$ cat config.mk
export PLATFORM = sky130hd
export DESIGN_NAME = sram_mask_bank
export DESIGN_NICKNAME = d
export VERILOG_FILES = /design/src/rtl/sram_mask_bank.sv
export SDC_FILE = /design/constraint.sdc
export NUM_CORES = 2
export LEC_CHECK = 0
export ABC_AREA = 1
export CORE_ASPECT_RATIO = 1.1
export CORE_MARGIN = 4
export CORE_UTILIZATION = 30
export DETAILED_ROUTE_END_ITERATION = 8
export DONT_BUFFER_PORTS = 1
export HOLD_SLACK_MARGIN = 0.15
export SLEW_MARGIN = 20
export SYNTH_ARGS = -nofsm -noshare
export SYNTH_HDL_FRONTEND = slang
export SYNTH_SLANG_ARGS = --single-unit
$ cat constraint.sdc
create_clock -name clk -period 4.3 [get_ports clk]
set_input_delay 0 -clock clk [delete_from_list [all_inputs] [get_ports clk]]
set_output_delay 0 -clock clk [all_outputs]
set_load 0.01 [all_outputs]
$ cat src/rtl/sram_mask_bank.sv
// Single-port-pair SRAM model: byte-masked writes, registered reads, and a
// clear-on-reset sequencer. Optional macro SRAM_WFWD_EN selects write-first.
//
// Ports:
//   clk, resetn             clock, async active-low reset
//   ren, raddr              read request and address
//   wen, waddr, wdata       write request, address and data
//   wmask                   byte enables, bit i covers wdata[8i+7:8i]
//   rdata, rvalid           registered read data and one-cycle valid pulse
//   init_done               array cleared, requests accepted
// Configuration:
//   SRAM_WFWD_EN defined    same-address read/write returns the merged word
//   SRAM_WFWD_EN undefined  same-address read/write returns the old word
module sram_mask_bank #(
    parameter int DATA_WIDTH = 32,
    parameter int ADDR_LEN = 6,
    localparam int MASK_WIDTH = DATA_WIDTH / 8
) (
    input  logic                  clk,
    input  logic                  resetn,
    input  logic                  ren,
    input  logic [ADDR_LEN-1:0]   raddr,
    input  logic                  wen,
    input  logic [ADDR_LEN-1:0]   waddr,
    input  logic [DATA_WIDTH-1:0] wdata,
    input  logic [MASK_WIDTH-1:0] wmask,
    output logic [DATA_WIDTH-1:0] rdata,
    output logic                  rvalid,
    output logic                  init_done
);

    localparam int DEPTH = 1 << ADDR_LEN;
    localparam logic [ADDR_LEN:0] LAST = (ADDR_LEN + 1)'(DEPTH - 1);
    localparam logic [ADDR_LEN:0] ONE = (ADDR_LEN + 1)'(1);

    typedef enum logic {
        INIT,
        RUN
    } state_t;

    state_t state;
    state_t state_nxt;
    logic [ADDR_LEN:0] cnt;
    logic [ADDR_LEN:0] cnt_nxt;

    logic [DATA_WIDTH-1:0] mem [DEPTH];

    logic                  clr_we;
    logic                  wr_req;
    logic                  rd_req;
    logic [DATA_WIDTH-1:0] old_word;
    logic [DATA_WIDTH-1:0] wr_word;
    logic [DATA_WIDTH-1:0] rd_word;

    assign init_done = (state == RUN);
    assign clr_we    = (state == INIT);
    // An all-zero mask is a no-op, so it never counts as a write.
    assign wr_req    = wen & init_done & (|wmask);
    assign rd_req    = ren & init_done;

    always_ff @(posedge clk or negedge resetn) begin
        if (!resetn) begin
            state <= INIT;
            cnt   <= '0;
        end else begin
            state <= state_nxt;
            cnt   <= cnt_nxt;
        end
    end

    // The counter is one bit wider than the address so it never wraps.
    always_comb begin
        state_nxt = state;
        cnt_nxt   = cnt;
        if (state == INIT) begin
            cnt_nxt = cnt + ONE;
            if (cnt == LAST) begin
                state_nxt = RUN;
            end
        end
    end

    always_comb begin
        old_word = mem[raddr];
        wr_word  = mem[waddr];
        for (int i = 0; i < MASK_WIDTH; i++) begin
            if (wmask[i]) begin
                wr_word[8*i +: 8] = wdata[8*i +: 8];
            end
        end
    end

`ifdef SRAM_WFWD_EN
    // Write-first: a colliding read sees the bytes being written this edge.
    assign rd_word = (wr_req && (waddr == raddr)) ? wr_word : old_word;
`else
    assign rd_word = old_word;
`endif

    // Contents have no reset; INIT clears them one entry per edge.
    always_ff @(posedge clk) begin
        if (clr_we) begin
            mem[cnt[ADDR_LEN-1:0]] <= '0;
        end else if (wr_req) begin
            mem[waddr] <= wr_word;
        end
    end

    always_ff @(posedge clk or negedge resetn) begin
        if (!resetn) begin
            rdata  <= '0;
            rvalid <= 1'b0;
        end else begin
            rvalid <= rd_req;
            if (rd_req) begin
                rdata <= rd_word;
            end
        end
    end

endmodule

# Word-level counts from Yosys, hierarchy flattened
# Memories as Yosys holds them, arrays and structs flattened. A register that Yosys moved wholly into a read port is not among the register bits.
# Cells that the tools add are included.
dict set report totals {
  n_memories 1
  out_inout_bits 34
  mem_bits_rw 2048
  input_bits 52
  ff_bits 9
}
# memory depth word_bits rd rd_ports_with_merged_regs wr line_no
set mem_list {}
lappend mem_list {mem 64 32 1 1 1 46} ;# logic [DATA_WIDTH-1:0] mem [DEPTH];
dict set report op_classes {
  n_mux 13
  n_addsub 1
  eq_ne 5
  bitwise_logic 3
  n_reduce_logical 7
}
# op n
set op_table {}
lappend op_table {{$mux 32} 1}
lappend op_table {{$mux 8} 4}
lappend op_table {{$reduce_or 32->1} 1}
lappend op_table {{$reduce_and 2->1} 4}
lappend op_table {{$add 7x1->7 const B} 1}
lappend op_table {{$eq 7x6->1 const B} 1}
lappend op_table {{$mux 1} 6}
lappend op_table {{$mux 6} 1}
lappend op_table {{$mux 4} 1}
lappend op_table {{$ne 1x1->1 const B} 4}
lappend op_table {{$reduce_or 4->1} 1}
lappend op_table {{$and 1x1->1} 3}
lappend op_table {{$logic_not 1->1} 1}

# Logic depth before layout (Yosys ltp)
dict set report logic_depth {
  word_depth 8
  depth_mapped 13
}

# Worst setup path before layout
# Ideal clock, no wire load.
dict set report synth_path {
  kind {register to register}
  start {register state, in the netlist init_done}
  end {memory mem[0][10] (data pin)}
  path_stages_with_launch 6
  synth_period_minus_slack_ns 3.125
  setup_slack_ns 1.175
  setup_ns 0.500
  arrival_ns 2.625
  path_cell_list {dfrtp_1 buf_2 nand3_2 buf_2 buf_1 nor2_1}
}
dict set report synth_between {
  elab_chain_len 8
  word_cells_on_any_way 11
  classes_between {mux: 4; bitwise: 2; reduce/logical: 5}
}
# item line_no
set synth_lines {}
lappend synth_lines {{start: declaration} 41} ;# state_t state;
lappend synth_lines {{start signal: assignment} 66} ;# state <= state_nxt;
lappend synth_lines {{$and 1x1->1 (2 in a row)} 58} ;# assign wr_req = wen & init_done & (|wmask);
lappend synth_lines {{$mux 1} 104} ;# end else if (wr_req) begin
lappend synth_lines {{$mux 1 (*)} 102} ;# if (clr_we) begin
lappend synth_lines {{$mux 1 (not written as such) (*)} 105} ;# mem[waddr] <= wr_word;
lappend synth_lines {{$reduce_and 2->1 (no line)} --}
lappend synth_lines {{$reduce_or 32->1 (no line) (*)} --}
lappend synth_lines {{$mux 32 (no line) (*)} --}
lappend synth_lines {{end: declaration} 46}
# Mark *: on every way between the ends. The rest lies on a longest branch, timed or not.

==> results.cfg <==
[detailed_routing]
dr.pass1.iters = 7
routed_via_density = 5.12
wl_um = 259000
wire_per_inst_um = 23.4
vias = 56600
initialDrtViolationCount = 6689
drc = 0
ant_nets = 0

[global_route]
antenna_found_initial = 6
grt_usage = 0.171
grt_max_degree = 932
grt.overflow.total = 0
first_global_vias = 54400
grt_pass1_wl_um = 370000

[sta]
worst_slew_pin_slew_ps = 2590
drv_slew = 279
clock.fmax_ghz = 0.203
fin_ws_ps = -624
finalHoldViolCount = 0
skew_ps = 58.5
rsz0062_at_grt = false
finalSetupViolCount = 5
fin_crit_ps = 4920
fin_crit_sh = 1.15
slew_headroom = -0.726

[clock_network]
clk_pin_slew_ps = 60
ctsRootBufferMaster = clkbuf_16
cts_max_level = 4
numClockSinks = 2089
numCtsBuffers = 196
tritoncts = built
postCtsSetupRepairBufs = 0
cts.path.max_buffers = 4
clk_latency_ps = 850

[yosys]
synth-seq-cells = 2089
synth_fp_nets = 7226
synth-seq-area-share = 0.741
syn_area_per_cell_sq_um = 11.8
synth_cell_type_count = 22
synth_area_sq_mm = 0.0844
synth-warning-count = 0
synthCells = 7173

[placed_design]
dp_hpwl_um = 145000
dp_cells = 10600
port_buffers = 0
gp_congestion = 0.863
place_ws_ps = 834

[power]
p_leak_uw = 0.0332
peakVddDrop_uv = 341
power_density_mw_per_mm2 = 429
power.total_uw = 41700

[critical_path]
cp_top_family = buffers and inverters
slowest_delay_ps = 1100
required_ps = 4980
worstSetupPathType = input port to register
path_cells = inv_8 > buf_12 > nand3_1 > nand3_1 > nand3_1 > nand3_1 > dlygate4sd3_1 > nand3_1 > dlygate4sd3_1 > nand3_1 > dlygate4sd3_1 > nand2_1 > dlygate4sd3_1
cpMaxStageDelayCell = inv_8
cp-end-kind = register
crit_top_cell = nand3_1
cp-start-kind = input port
cp_num_buf_inv = 6
crit_path_max_fanout = 370
arrival_ps = 5600

[final_layout]
synthToLayoutAreaGrowth_pct = 14.9
layout_commonest_cell = nand2_1
final_cell_mix = nand2_1 (2201), edfxtp_1 (2048), nand3_1 (2016)
nets = 7250
instances_no_fill = 11100
drive_above_1_share = 0.0770

[status]
status = finished with violations
violations = max-slew violations, negative setup slack

[floorplanning]
initial_core_util = 0.302
ios = 86
fp-row-count = 203
die_w_um = 514
die-area_sq_mm = 0.290
die_y_um = 564
core_area_sq_mm = 0.279

[flow_run]
drv_cap = 0

[min_path]
hp-class = input port to register
==> layer usage <==
| metal | global-route usage | wire (um) | up-vias | part of all wire |
|---|---|---|---|---|
| li1 | - | - | 25400 | - |
| met1 | 0.216 | 99400 | 27800 | 0.38 |
| met2 | 0.281 | 122000 | 2808 | 0.47 |
| met3 | 0.0321 | 22100 | 563 | 0.085 |
| met4 | 0.0905 | 15100 | 2 | 0.058 |
| met5 | 0 | 13 | - | 0.000050 |
==> where the power goes <==
part	total [uW]	switching [uW]	internal (uW)
Sequential	22000	0	22000
Clock	17600	7520	10100
Combinational	2020	1400	628
Total	41700	8920	32700
==> Yosys cell counts <==
master | instances | area share
nand2_1 | 2202 | 0.098
edfxtp_1 | 2048 | 0.73
nand3_1 | 2016 | 0.12
nor2_1 | 291 | 0.013
clkbuf_1 | 268 | 0.012
buf_2 | 128 | 0.0076
buf_1 | 84 | 0.0037
inv_1 | 51 | 0.0023
dfrtp_1 | 41 | 0.012
nor2_2 | 16 | 0.0012
inv_2 | 6 | 0.00027
a21oi_1 | 5 | 0.00030
o21ai_1 | 3 | 0.00018
xor2_1 | 3 | 0.00031
nor3_1 | 2 | 0.00012
o21ai_2 | 2 | 0.00021
xnor2_1 | 2 | 0.00021
ha_1 | 1 | 0.00015
nand3_2 | 1 | 0.00012
nor4_1 | 1 | 0.000074
o21ai_0 | 1 | 0.000059
or2_2 | 1 | 0.000074
==> stage by stage <==
step | setup TNS (ps) | hold WS, ps | utilization | instance area [sq um]
floorplan | 0 | -296 | - | 84400
global placement | 0 | -294 | 0.319 | 89100
detailed placement | 0 | -294 | 0.319 | 89100
CTS | 0 | 160 | 0.347 | 96700
global route | 0 | 151 | 0.347 | 97000
finish | -2560 | 156 | 0.347 | 97000
==> registers in the layout (all words and copies together), names as in the netlist <==
signal     flops
mem         2048
rdata         32
cnt            7
init_done      1
rvalid         1
==> worst reg2reg max path: stages, from the launching register on <==
cell     delay [ps]
dfrtp_1         390
nand3_4         180
o21ai_1         950
nand2_1         310
nor2_2          310
nand2_1         710
nor2_1          810
==> cell type report <==
type	instances	area, sq um
antenna	15	37.5
clock buffer	242	5170
clock inverter	111	1260
fill	26800	182000
inverter	57	251
multi-input combinational	4547	20000
sequential	2089	62500
tap	3690	4620
timing repair buffer	306	3130
==> cells by family (layout without fill, tap and decap cells) <==
family / after synthesis / in the layout / synth area share
other: 0 / 15 / 0
DFF: 2089 / 2089 / 0.741
buffers and inverters: 537 / 716 / 0.0258
AOI/OAI and AO/OA: 11 / 11 / 0.000741
xor gates and xnor gates: 5 / 5 / 0.000519
and+or+nand+nor: 4530 / 4530 / 0.232
adders and majority gates: 1 / 1 / 0.000148
==> timing repair <==
action / 4_1_cts / 5_1_grt
endpoints found under the setup margin: 0 / 7
hold buffers: 102 / 2
gates resized for setup: 0 / 2
hold endpoints to repair: 2725 / 17
==> path summary, 6_finish.rpt <==
| kind | cells after the start | start | end | slack (ps) |
|---|---|---|---|---|
| max in group asynchronous | 4 | resetn | init_done | 3610 |
| min in group asynchronous | 4 | resetn | rdata[1] | 300 |
| worst min-delay path | 3 | wdata[27] | mem[60][27] | 160 |
| worst min register to register | 1 | cnt[6] | cnt[6] | 480 |
| worst max-delay path | 13 | raddr[1] | rdata[31] | -620 |
| worst max register to register | 6 | init_done | mem[30][10] | 270 |
(Power assumes the default switching activity.)
